===== src/rtl/fft16_pkg.sv =====
// Shared constants and packed complex-sample type for the 16-point FFT output path.
package fft16_pkg;

    localparam int N     = 16;
    localparam int DW    = 16;
    localparam int LOG2N = 4;

    typedef struct packed {
        logic [DW-1:0] re;
        logic [DW-1:0] im;
    } cplx_t;

endpackage


===== src/rtl/fft16_frame_bank.sv =====
// One 16-entry complex frame buffer: parallel write of a whole frame, single indexed read.
module fft16_frame_bank
    import fft16_pkg::*;
(
    input  logic               clk,
    input  logic               i_we,
    input  logic [N*DW-1:0]    i_re,
    input  logic [N*DW-1:0]    i_im,
    input  logic [LOG2N-1:0]   i_idx,
    output cplx_t              o_data
);

    cplx_t r_mem [N];

    // Contents are intentionally not reset; validity is tracked by the owner's full flags.
    always_ff @(posedge clk) begin
        if (i_we) begin
            for (int unsigned k = 0; k < N; k++) begin
                r_mem[k].re <= i_re[DW*k +: DW];
                r_mem[k].im <= i_im[DW*k +: DW];
            end
        end
    end

    assign o_data = r_mem[i_idx];

endmodule


===== src/rtl/fft16_output_serializer.sv =====
// Ping-pong serializer: captures a parallel 16-bin FFT frame and streams it in natural order.
// Optional 1/N output normalisation is enabled by defining FFT16_OUT_SCALE_EN.
module fft16_output_serializer #(
    parameter int DW = fft16_pkg::DW,
    parameter int N  = fft16_pkg::N
) (
    input  logic            clk,
    input  logic            rst_n,
    input  logic            in_valid,
    output logic            in_ready,
    input  logic [N*DW-1:0] in_re,
    input  logic [N*DW-1:0] in_im,
    output logic            out_valid,
    input  logic            out_ready,
    output logic [DW-1:0]   out_re,
    output logic [DW-1:0]   out_im,
    output logic [3:0]      out_idx,
    output logic            out_sof,
    output logic            out_eof,
    output logic [7:0]      drop_cnt
);
    import fft16_pkg::*;

    logic [1:0]       r_full;
    logic             r_wr_ptr;
    logic             r_rd_ptr;
    logic [LOG2N-1:0] r_idx;
    logic [7:0]       r_drop;

    cplx_t w_rd [2];
    cplx_t w_cur;
    logic  w_cap;
    logic  w_beat;
    logic  w_wrap;

    assign in_ready  = !r_full[r_wr_ptr];
    assign out_valid = r_full[r_rd_ptr];
    assign w_cap     = in_valid && in_ready;
    assign w_beat    = out_valid && out_ready;
    assign w_wrap    = w_beat && (r_idx == LOG2N'(N - 1));

    for (genvar b = 0; b < 2; b++) begin : g_bank
        fft16_frame_bank u_bank (
            .clk    (clk),
            .i_we   (w_cap && (r_wr_ptr == 1'(b))),
            .i_re   (in_re),
            .i_im   (in_im),
            .i_idx  (r_idx),
            .o_data (w_rd[b])
        );
    end

    // Capture and release always target different banks, so both may act on one edge.
    always_ff @(posedge clk or negedge rst_n) begin
        if (!rst_n) begin
            r_full   <= '0;
            r_wr_ptr <= 1'b0;
            r_rd_ptr <= 1'b0;
            r_idx    <= '0;
            r_drop   <= '0;
        end else begin
            if (w_cap) begin
                r_full[r_wr_ptr] <= 1'b1;
                r_wr_ptr         <= ~r_wr_ptr;
            end
            if (w_beat) begin
                r_idx <= r_idx + 1'b1;
                if (w_wrap) begin
                    r_full[r_rd_ptr] <= 1'b0;
                    r_rd_ptr         <= ~r_rd_ptr;
                end
            end
            if (in_valid && !in_ready && (r_drop != '1))
                r_drop <= r_drop + 1'b1;
        end
    end

    assign w_cur = r_rd_ptr ? w_rd[1] : w_rd[0];

`ifdef FFT16_OUT_SCALE_EN
    logic signed [DW:0] w_re_sum;
    logic signed [DW:0] w_im_sum;

    // Sign-extend by one bit so the +8 rounding term cannot overflow before the shift.
    assign w_re_sum = {w_cur.re[DW-1], w_cur.re} + (DW+1)'(1 << (LOG2N - 1));
    assign w_im_sum = {w_cur.im[DW-1], w_cur.im} + (DW+1)'(1 << (LOG2N - 1));
    assign out_re   = DW'(w_re_sum >>> LOG2N);
    assign out_im   = DW'(w_im_sum >>> LOG2N);
`else
    assign out_re   = w_cur.re;
    assign out_im   = w_cur.im;
`endif

    assign out_idx  = r_idx;
    assign out_sof  = (r_idx == '0);
    assign out_eof  = (r_idx == LOG2N'(N - 1));
    assign drop_cnt = r_drop;

endmodule


===== config.mk =====
export PLATFORM = sky130hd
export DESIGN_NAME = fft16_output_serializer
export DESIGN_NICKNAME = d
export VERILOG_FILES = /design/src/rtl/fft16_pkg.sv /design/src/rtl/fft16_frame_bank.sv /design/src/rtl/fft16_output_serializer.sv
export SDC_FILE = /design/constraint.sdc
export NUM_CORES = 1
export LEC_CHECK = 0
export BUFFER_PORTS_ARGS = -buffer_cell sky130_fd_sc_hd__buf_2
export CELL_PAD_IN_SITES_DETAIL_PLACEMENT = 0
export CELL_PAD_IN_SITES_GLOBAL_PLACEMENT = 2
export CORE_MARGIN = 8
export CORE_UTILIZATION = 40
export DETAILED_ROUTE_END_ITERATION = 8
export PLACE_DENSITY = 0.73
export SETUP_SLACK_MARGIN = 0.2
export SLEW_MARGIN = 20
export SYNTH_ARGS = -nofsm -noshare
export SYNTH_HDL_FRONTEND = slang
export SYNTH_SLANG_ARGS = --single-unit

===== constraint.sdc =====
create_clock -name clk -period 42 [get_ports clk]
set_clock_uncertainty 0.1 [all_clocks]
set_input_delay 2.1 -clock clk [delete_from_list [all_inputs] [get_ports clk]]
set_output_delay 2.1 -clock clk [all_outputs]
set_load 0.01 [all_outputs]

==> impl_results.md, run 1 <==
* Final setup fails at 0
* Final period util at 0.172
* Design area at approximately 47000 µm²
* Arr. time, crit path at 5.01 ns
* Drt first-iter violations at 1594
* Power per cell area at 64.9 nW/µm²
* Chip width at 331 µm
* Primary FF master, synth: edfxtp_1
* Rows at around 120
* Tightest Pin Transition at 1.18 ns
* Wire length per cell at about 28 µm
* Initial Util at 0.403
* Setup CP Type: register to output pin
* Layout Nets at ~2900
* Die area at 109000 µm²
* Num CTS Buffers at roughly 110
* Post-synthesis sequential area ratio at 0.787
* DR vias at ~21000
* RSZ-0062 raised after global routing: false
* Post-synth EDFFs at 1024
* Num ports at 564
* Global-route wire length before repair at about 150000 µm
* Peak supply drop at about 41 µV
* Commonest non-fill, non-tap cell in the layout: edfxtp_1
* Cts repair resizes at 0
* RD Place Congestion at between 0.8 and 0.9
* Comb pwr share at 0.275
* Yosys reg bits at approximately 1000
* Cell count after synthesis at ~1800
* Fmax at ~140 MHz
* Post-Synthesis Net Count at around 2300
* Final slew viol count at 0
* Worst-path clk slew at about 0.06 ns
* Mapped Area at between 30000 and 40000 µm²
* Pin count of the biggest net entering global routing at around 170
* Dpl hpwl at just over 70000 µm
* Worst Setup End Kind: output pin
* Distinct cell type count of the synthesized netlist at between 40 and 50
* GRT Util Overall at 0.190
* Routed wire length at about 110000 µm
* Worst path required time at between 30 and 40 ns
* Slew margin rel. at 0.210
* P_sw at 923 µW
* CP max FO at 46
* Post-CTS setup buffers at 0
* Startpoint types: register
* H-tree depth at 3
* Avg Synthesized Cell Area at 22.2 µm²
* Tightest Hold Check Type: register to register
* Post-synth ARST share at 0.0154
* Switching share of power at 0.301
* CTS tree: done
* Leakage at ~0.016 µW
* Port Buffers at around 560
* Dpl cell area at between 40000 and 50000 µm²
* Final hold violations at 0
* Clk buf depth at 3
* Initial antenna violation count at 66
* Die Height at 331 µm
* TritonRoute pass-1 iters at 5
* Area Growth Syn to Fin at 19.3%
* Antenna-violating nets left at 0
* Vias/cell at about 5.4
* Clk pwr share at 0.301
* Vias in the first global route at between 20000 and 25000
* Layout cell share with drive strength beyond 1 at 0.379
* Hold-fix buffers, CTS at 0
* Clock Latency Late Sink at 0.68 ns
* Post-route setup TNS at 0 ns
* Cell Int Power at approximately 2100 µW
* DR DRC count at 0
* Most frequent cells in the layout: edfxtp_1, buf_2, mux4_2
* Grt ovf at 0
* Max-cap viol count at 0
* Fin crit period at just over 7 ns
* Core area at 98300 µm²
* Number of sinks on the clock net at roughly 1000
* Status: complete, no violations
* Sequential Power Share at 0.424
* Warnings, synthesis at 0
* Clk Tree Root Cell: clkbuf_16
cell families (layout without fill, tap and decap cells):
group / after synthesis / after routing / share of synthesized area
other cells: 0 / 42 / 0
xor+xnor: 10 / 10 / 0.00221
fa+ha+maj: 3 / 3 / 0.000949
buf+inv: 106 / 798 / 0.0177
simple gates: 56 / 56 / 0.00889
flops: 1040 / 1040 / 0.787
mux: 342 / 342 / 0.142
compound gates: 228 / 228 / 0.0409
power groups by stage:
stage / clock network (µW) / registers, µW / logic [µW]
detailed placement: 0 / 1330 / 845
global placement: 0 / 1330 / 838
global route: 984 / 1310 / 901
finish: 923 / 1300 / 842
CTS: 947 / 1310 / 847
floorplan: 0 / 1440 / 594
registers in the layout, indices dropped and copies added (netlist names):
name,cells
r_full,2
drop_cnt,8
out_idx,4
r_rd_ptr,1
g_bank.u_bank.r_mem,1024
r_wr_ptr,1
worst max-delay path, stage by stage, from the launching register on:
cell     delay, ns
dfrtp_4       0.67
buf_4         0.77
buf_4         0.68
buf_4         0.72
mux4_2        0.59
a22o_1        0.23
nor4_1        0.22
a21oi_1       0.14
buf_2         0.18
area by class of cell:
class,instances,area (µm²)
clock buffers,139,2870
multi-input cells,639,7750
inverters,5,18.8
flip-flops and latches,1040,31200
fillers,8161,51100
diodes,42,105
repair buffers,594,3120
clock inverters,60,569
well taps,1287,1610
layer usage:
layer	vias to the layer above	GRT usage	wire, µm
li1	8894	-	-
met1	10700	0.237	41800
met2	825	0.316	52800
met3	173	0.0613	9330
met4	24	0.0593	2220
met5	-	0	167
metrics by stage:
step                hold slack [ns]  setup slack, ns  instances  power, µW  utilization
floorplan                     0.391            0.650       1785       2030            -
global placement              0.381            34.85       3564       2170        0.444
detailed placement            0.399            34.84       3564       2180        0.444
CTS                           0.411            34.05       3763       3110        0.479
global route                  0.423            34.44       3781       3190        0.480
finish                        0.411            34.79       3806       3070        0.480
cells in the mapped netlist (6+ instances only):
library cell / instances / area, µm²
edfxtp_1: 1024 / 30700
mux4_2: 173 / 3900
mux2i_1: 164 / 1640
a21oi_1: 53 / 265
o22ai_1: 50 / 313
clkbuf_1: 33 / 124
a22oi_1: 32 / 240
buf_2: 32 / 160
o221ai_1: 32 / 280
a22o_1: 31 / 272
buf_6: 22 / 248
a211oi_1: 19 / 143
nor4_1: 18 / 113
dfrtp_1: 16 / 400
buf_4: 10 / 75.1
xor2_1: 6 / 52.6
path summary, 6_finish.rpt:
check | startpoint | end | slack (ns) | cells after the start
hold / removal | drop_cnt[7]$_DFFE_PN0P_ | drop_cnt[7]$_DFFE_PN0P_ | 0.41 | 1
max in group asynchronous | rst_n | r_rd_ptr$_DFFE_PN0P_ | 40.22 | 1
hold reg to reg | drop_cnt[7]$_DFFE_PN0P_ | drop_cnt[7]$_DFFE_PN0P_ | 0.41 | 1
setup reg to reg | r_full[0]$_DFF_PN0_ | g_bank[0].u_bank.r_mem[6][11]$_DFFE_PP_ | 37.58 | 5
setup / recovery | out_idx[0]$_DFFE_PN0P_ | out_im[9] | 34.79 | 8
min in group asynchronous | rst_n | out_idx[2]$_DFFE_PN0P_ | 1.25 | 1
(Power assumes the default switching activity.)
==> inputs of run 2 (changes only) <==
- ABC_AREA: default -> 1
- CORE_UTILIZATION: 40 -> 38
- PLACE_DENSITY: 0.73 -> 0.77
- clock period: 42 -> 7.5 ns (I/O delays scaled with it)
==> run 2 against run 1 <==
Compared with the run above:
- sequential share of layout area fell by 11 points
- flip-flop and latch count did not move
- critical endpoint is now out_im[10]
- highest routed layer unchanged
- largest power group unchanged
- power rose to 6.3 times the previous value
- critical path type unchanged
==> impl_results.md, run 2 <==
* Layout cell share with drive strength beyond 1 at 0.150 (-0.230)
* Warnings, synthesis at 0 (unchanged)
* Area Growth Syn to Fin at 29.3%
* Wire length per cell at 19.5 µm (-30%)
* Area of the multi-input gates at 9590 µm² (+24%)
* Primary FF master, synth: edfxtp_1
* Peak supply drop at 336 µV (+710%)
* Mux contribution to synthesized area at 0 (-0.142)
* Cts repair resizes at 0 (unchanged)
* Worst path required time at 7.03 ns (-32.77 ns)
* Global-route wire length before repair at 196000 µm (+30%)
* Routed wire length at 131000 µm (+23%)
* GRT Util Overall at 0.202 (+0.0122)
* Tightest Hold Check Type: primary input to asynchronous set/reset pin
* Most flops, register: g_bank.u_bank.r_mem
* Slew margin rel. at 0.177 (-0.0331)
* Yosys reg bits at 1040 (unchanged)
* Post-synthesis sequential area ratio at 0.712 (-0.0750)
* Worst Setup End Kind: output pin
* Final period util at 0.648
* Most frequent cells in the layout: nand2_1, edfxtp_1, buf_2
* Mapped Area at 43700 µm² (+11%)
* Final setup fails at 0 (unchanged)
* Final hold violations at 0 (unchanged)
* Commonest non-fill, non-tap cell in the layout: nand2_1
* Largest family of logic cells by synthesized area: simple AND/OR/NAND/NOR gates
* Synth top area cells: edfxtp_1, nand2_1, nand3_1
* Drt first-iter violations at 2169 (+36%)
* Tightest Pin Transition at 1.23 ns (+0.0497 ns)
* Post-Synth Simple-Gate Area at 0.200 (+0.191)
* Die Height at 355 µm (+7.5%)
* Num CTS Buffers at 114 (+6.5%)
* Setup ws final at 2.64 ns (-32.15 ns)
* Worst-path clk slew at 0.06 ns (about the same)
* # fillers at 10500 (+29%)
* Post-synth ARST share at 0.0154 (unchanged)
* Status: complete, no violations
* DR DRC count at 0 (unchanged)
* Fmax at 206 MHz
* Pin count of the biggest net entering global routing at 211 (+23%)
* Avg Synthesized Cell Area at 10.8 µm² (-51%)
* Initial antenna violation count at 39 (-41%)
* Clk buf depth at 3 (unchanged)
* Num ports at 564 (unchanged)
* Layout Cells excl Fill at 6694 (+76%)
* DR vias at 31200 (+52%)
* Vias in the first global route at 31700 (+44%)
* CTS tree: done
* Placement Setup Slack at 3.36 ns (-31.48 ns)
* Distinct cell type count of the synthesized netlist at 25 (-47%)
* Antenna-violating nets left at 0 (unchanged)
* Layout Nets at 5584 (+92%)
* Synth top cells by count: nand2_1, edfxtp_1, inv_1
* Area share of the largest cell type after synthesis at 0.703 (-0.0740)
* Initial Util at 0.383 (-0.0196)
* Max-cap viol count at 0 (unchanged)
* RD Place Congestion at 0.774 (-6.4%)
* Post-synth EDFFs at 1024 (unchanged)
* H-tree depth at 3 (unchanged)
* Post-synthesis xor/xnor area fraction at 0.00200 (-0.000211)
* Dpl hpwl at 81700 µm (+13%)
* TritonRoute pass-1 iters at 5 (unchanged)
* Cell count after synthesis at 4045 (+130%)
* Post-CTS setup buffers at 0 (unchanged)
* Vias/cell at 4.67 (-14%)
* Arr. time, crit path at 4.39 ns (-0.62 ns)
* Power per cell area at 342 nW/µm² (+430%)
* Count leader, synth: nand2_1
* Pwr Total at 19300 µW (+530%)
* Number of sinks on the clock net at 1040 (unchanged)
* Compound-Gate Fraction of Synth Area at 0.0156 (-0.0253)
* Synth Area in Adders at 0.000858 (-0.0000904)
* Chip width at 355 µm (+7.5%)
* Cells after DPL at 5946 (+67%)
* Synth area leader: edfxtp_1
* Fin crit period at a little under 5 ns
* Die area at 126000 µm² (+16%)
* Post-Synthesis Net Count at 4564 (+98%)
* Register area at 31200 µm² (about the same)
* Core area at 114000 µm² (+16%)
* Clk Tree Root Cell: clkbuf_16
* Rows at 124 (+7.8%)
* Final slew viol count at 0 (unchanged)
* Startpoint types: register
* Port Buffers at 563 (unchanged)
* CP max FO at 207 (+350%)
* Number of flip-flops in the largest register at 1024 (unchanged)
* Setup CP Type: register to output pin
* Leakage at 0.0236 µW (+46%)
* RSZ-0062 raised after global routing: false
* Clock Latency Late Sink at 0.71 ns (+0.03 ns)
* Grt ovf at 0 (unchanged)
==> run 2: changes by cell type in the layout (fill, tap and decap cells not counted), moves of 85 or more <==
cell           change
nor2_1           +326
mux4_2           -173
nand3_1          +480
o21ai_0           +85
nand2_1         +1330
mux2i_1          -164
dlygate4sd3_1    +515
inv_1            +484
==> run 2: path summary, 6_finish.rpt <==
kind                                              start                                        to  slack [ns]  cells past startpoint
worst max-delay path             out_idx[0]$_DFFE_PN0P_                                out_im[10]        2.64                     11
worst min-delay path                              rst_n                   drop_cnt[6]$_DFFE_PN0P_        0.07                      2
worst max register to register     r_wr_ptr$_DFFE_PN0N_    g_bank[1].u_bank.r_mem[9][2]$_DFFE_PP_        4.48                      4
worst min register to register  drop_cnt[5]$_DFFE_PN0P_                   drop_cnt[5]$_DFFE_PN0P_        0.42                      2
max in group asynchronous                         rst_n                      r_rd_ptr$_DFFE_PN0P_        6.85                      2
min in group clk                             in_re[250]  g_bank[0].u_bank.r_mem[15][26]$_DFFE_PP_        0.29                      2
==> run 2: power by group <==
part	total, µW	switching, µW	internal, µW	leakage (µW)
Combinational	6380	4420	1960	0.0123
Sequential	7480	296	7190	0.00946
Clock	5480	2300	3170	0.00180
Total	19300	7020	12300	0.0236
==> run 2: metrics by stage <==
stage	cell area, µm²	util	setup TNS [ns]	hold WS [ns]
6_report	56500	0.495	0	0.0702
3_5_place_dp	47700	0.417	0	0.252
4_1_cts	56500	0.495	0	0.00781
3_3_place_gp	47700	0.417	0	0.252
2_1_floorplan	43800	-	-1282.50	-0.0206
5_1_grt	56500	0.495	0	0.0516
==> run 2: kinds of logic after synthesis <==
logic type / count (synthesis)
AO/OA/AOI/OAI: 136
XOR/XNOR: 10
adder cells (fa/ha/maj): 3
buffers and inverters: 696
flip-flops: 1040
AND/OR/NAND/NOR: 2160
==> run 2: layout make-up <==
| type | instances | area share |
|---|---|---|
| Sequential cell | 1040 | 0.551 |
| Multi-Input combinational cell | 2309 | 0.170 |
| Timing Repair Buffer | 1107 | 0.147 |
| Clock buffer | 135 | 0.0519 |
| Tap cell | 1512 | 0.0335 |
| Inverter | 493 | 0.0332 |
| Clock inverter | 80 | 0.0132 |
| Antenna cell | 18 | 0.000797 |
==> run 2: what timing repair did <==
action	4_1_cts	5_1_grt
hold buffers	515	0
setup endpoints to repair	0	0
endpoints found under the hold margin	1043	0
==> run 2: routing by layer <==
metal / global-route usage / vias up / wire (µm)
met3: 0.0437 / 215 / 7590
met4: 0.0597 / 28 / 3600
met5: 0 / - / 175
li1: - / 15300 / -
met1: 0.262 / 14900 / 55500
met2: 0.341 / 819 / 63800
==> run 2: worst max-delay path, stage by stage, from the launching register on <==
cell,delay (ns)
dfrtp_4,0.86
buf_12,0.60
buf_4,0.86
nor2_1,0.11
nor2_1,0.12
o21ai_0,0.12
nand2_1,0.11
nand2_1,0.05
nand2_1,0.07
nor2_1,0.05
nor2_1,0.18
buf_2,0.19
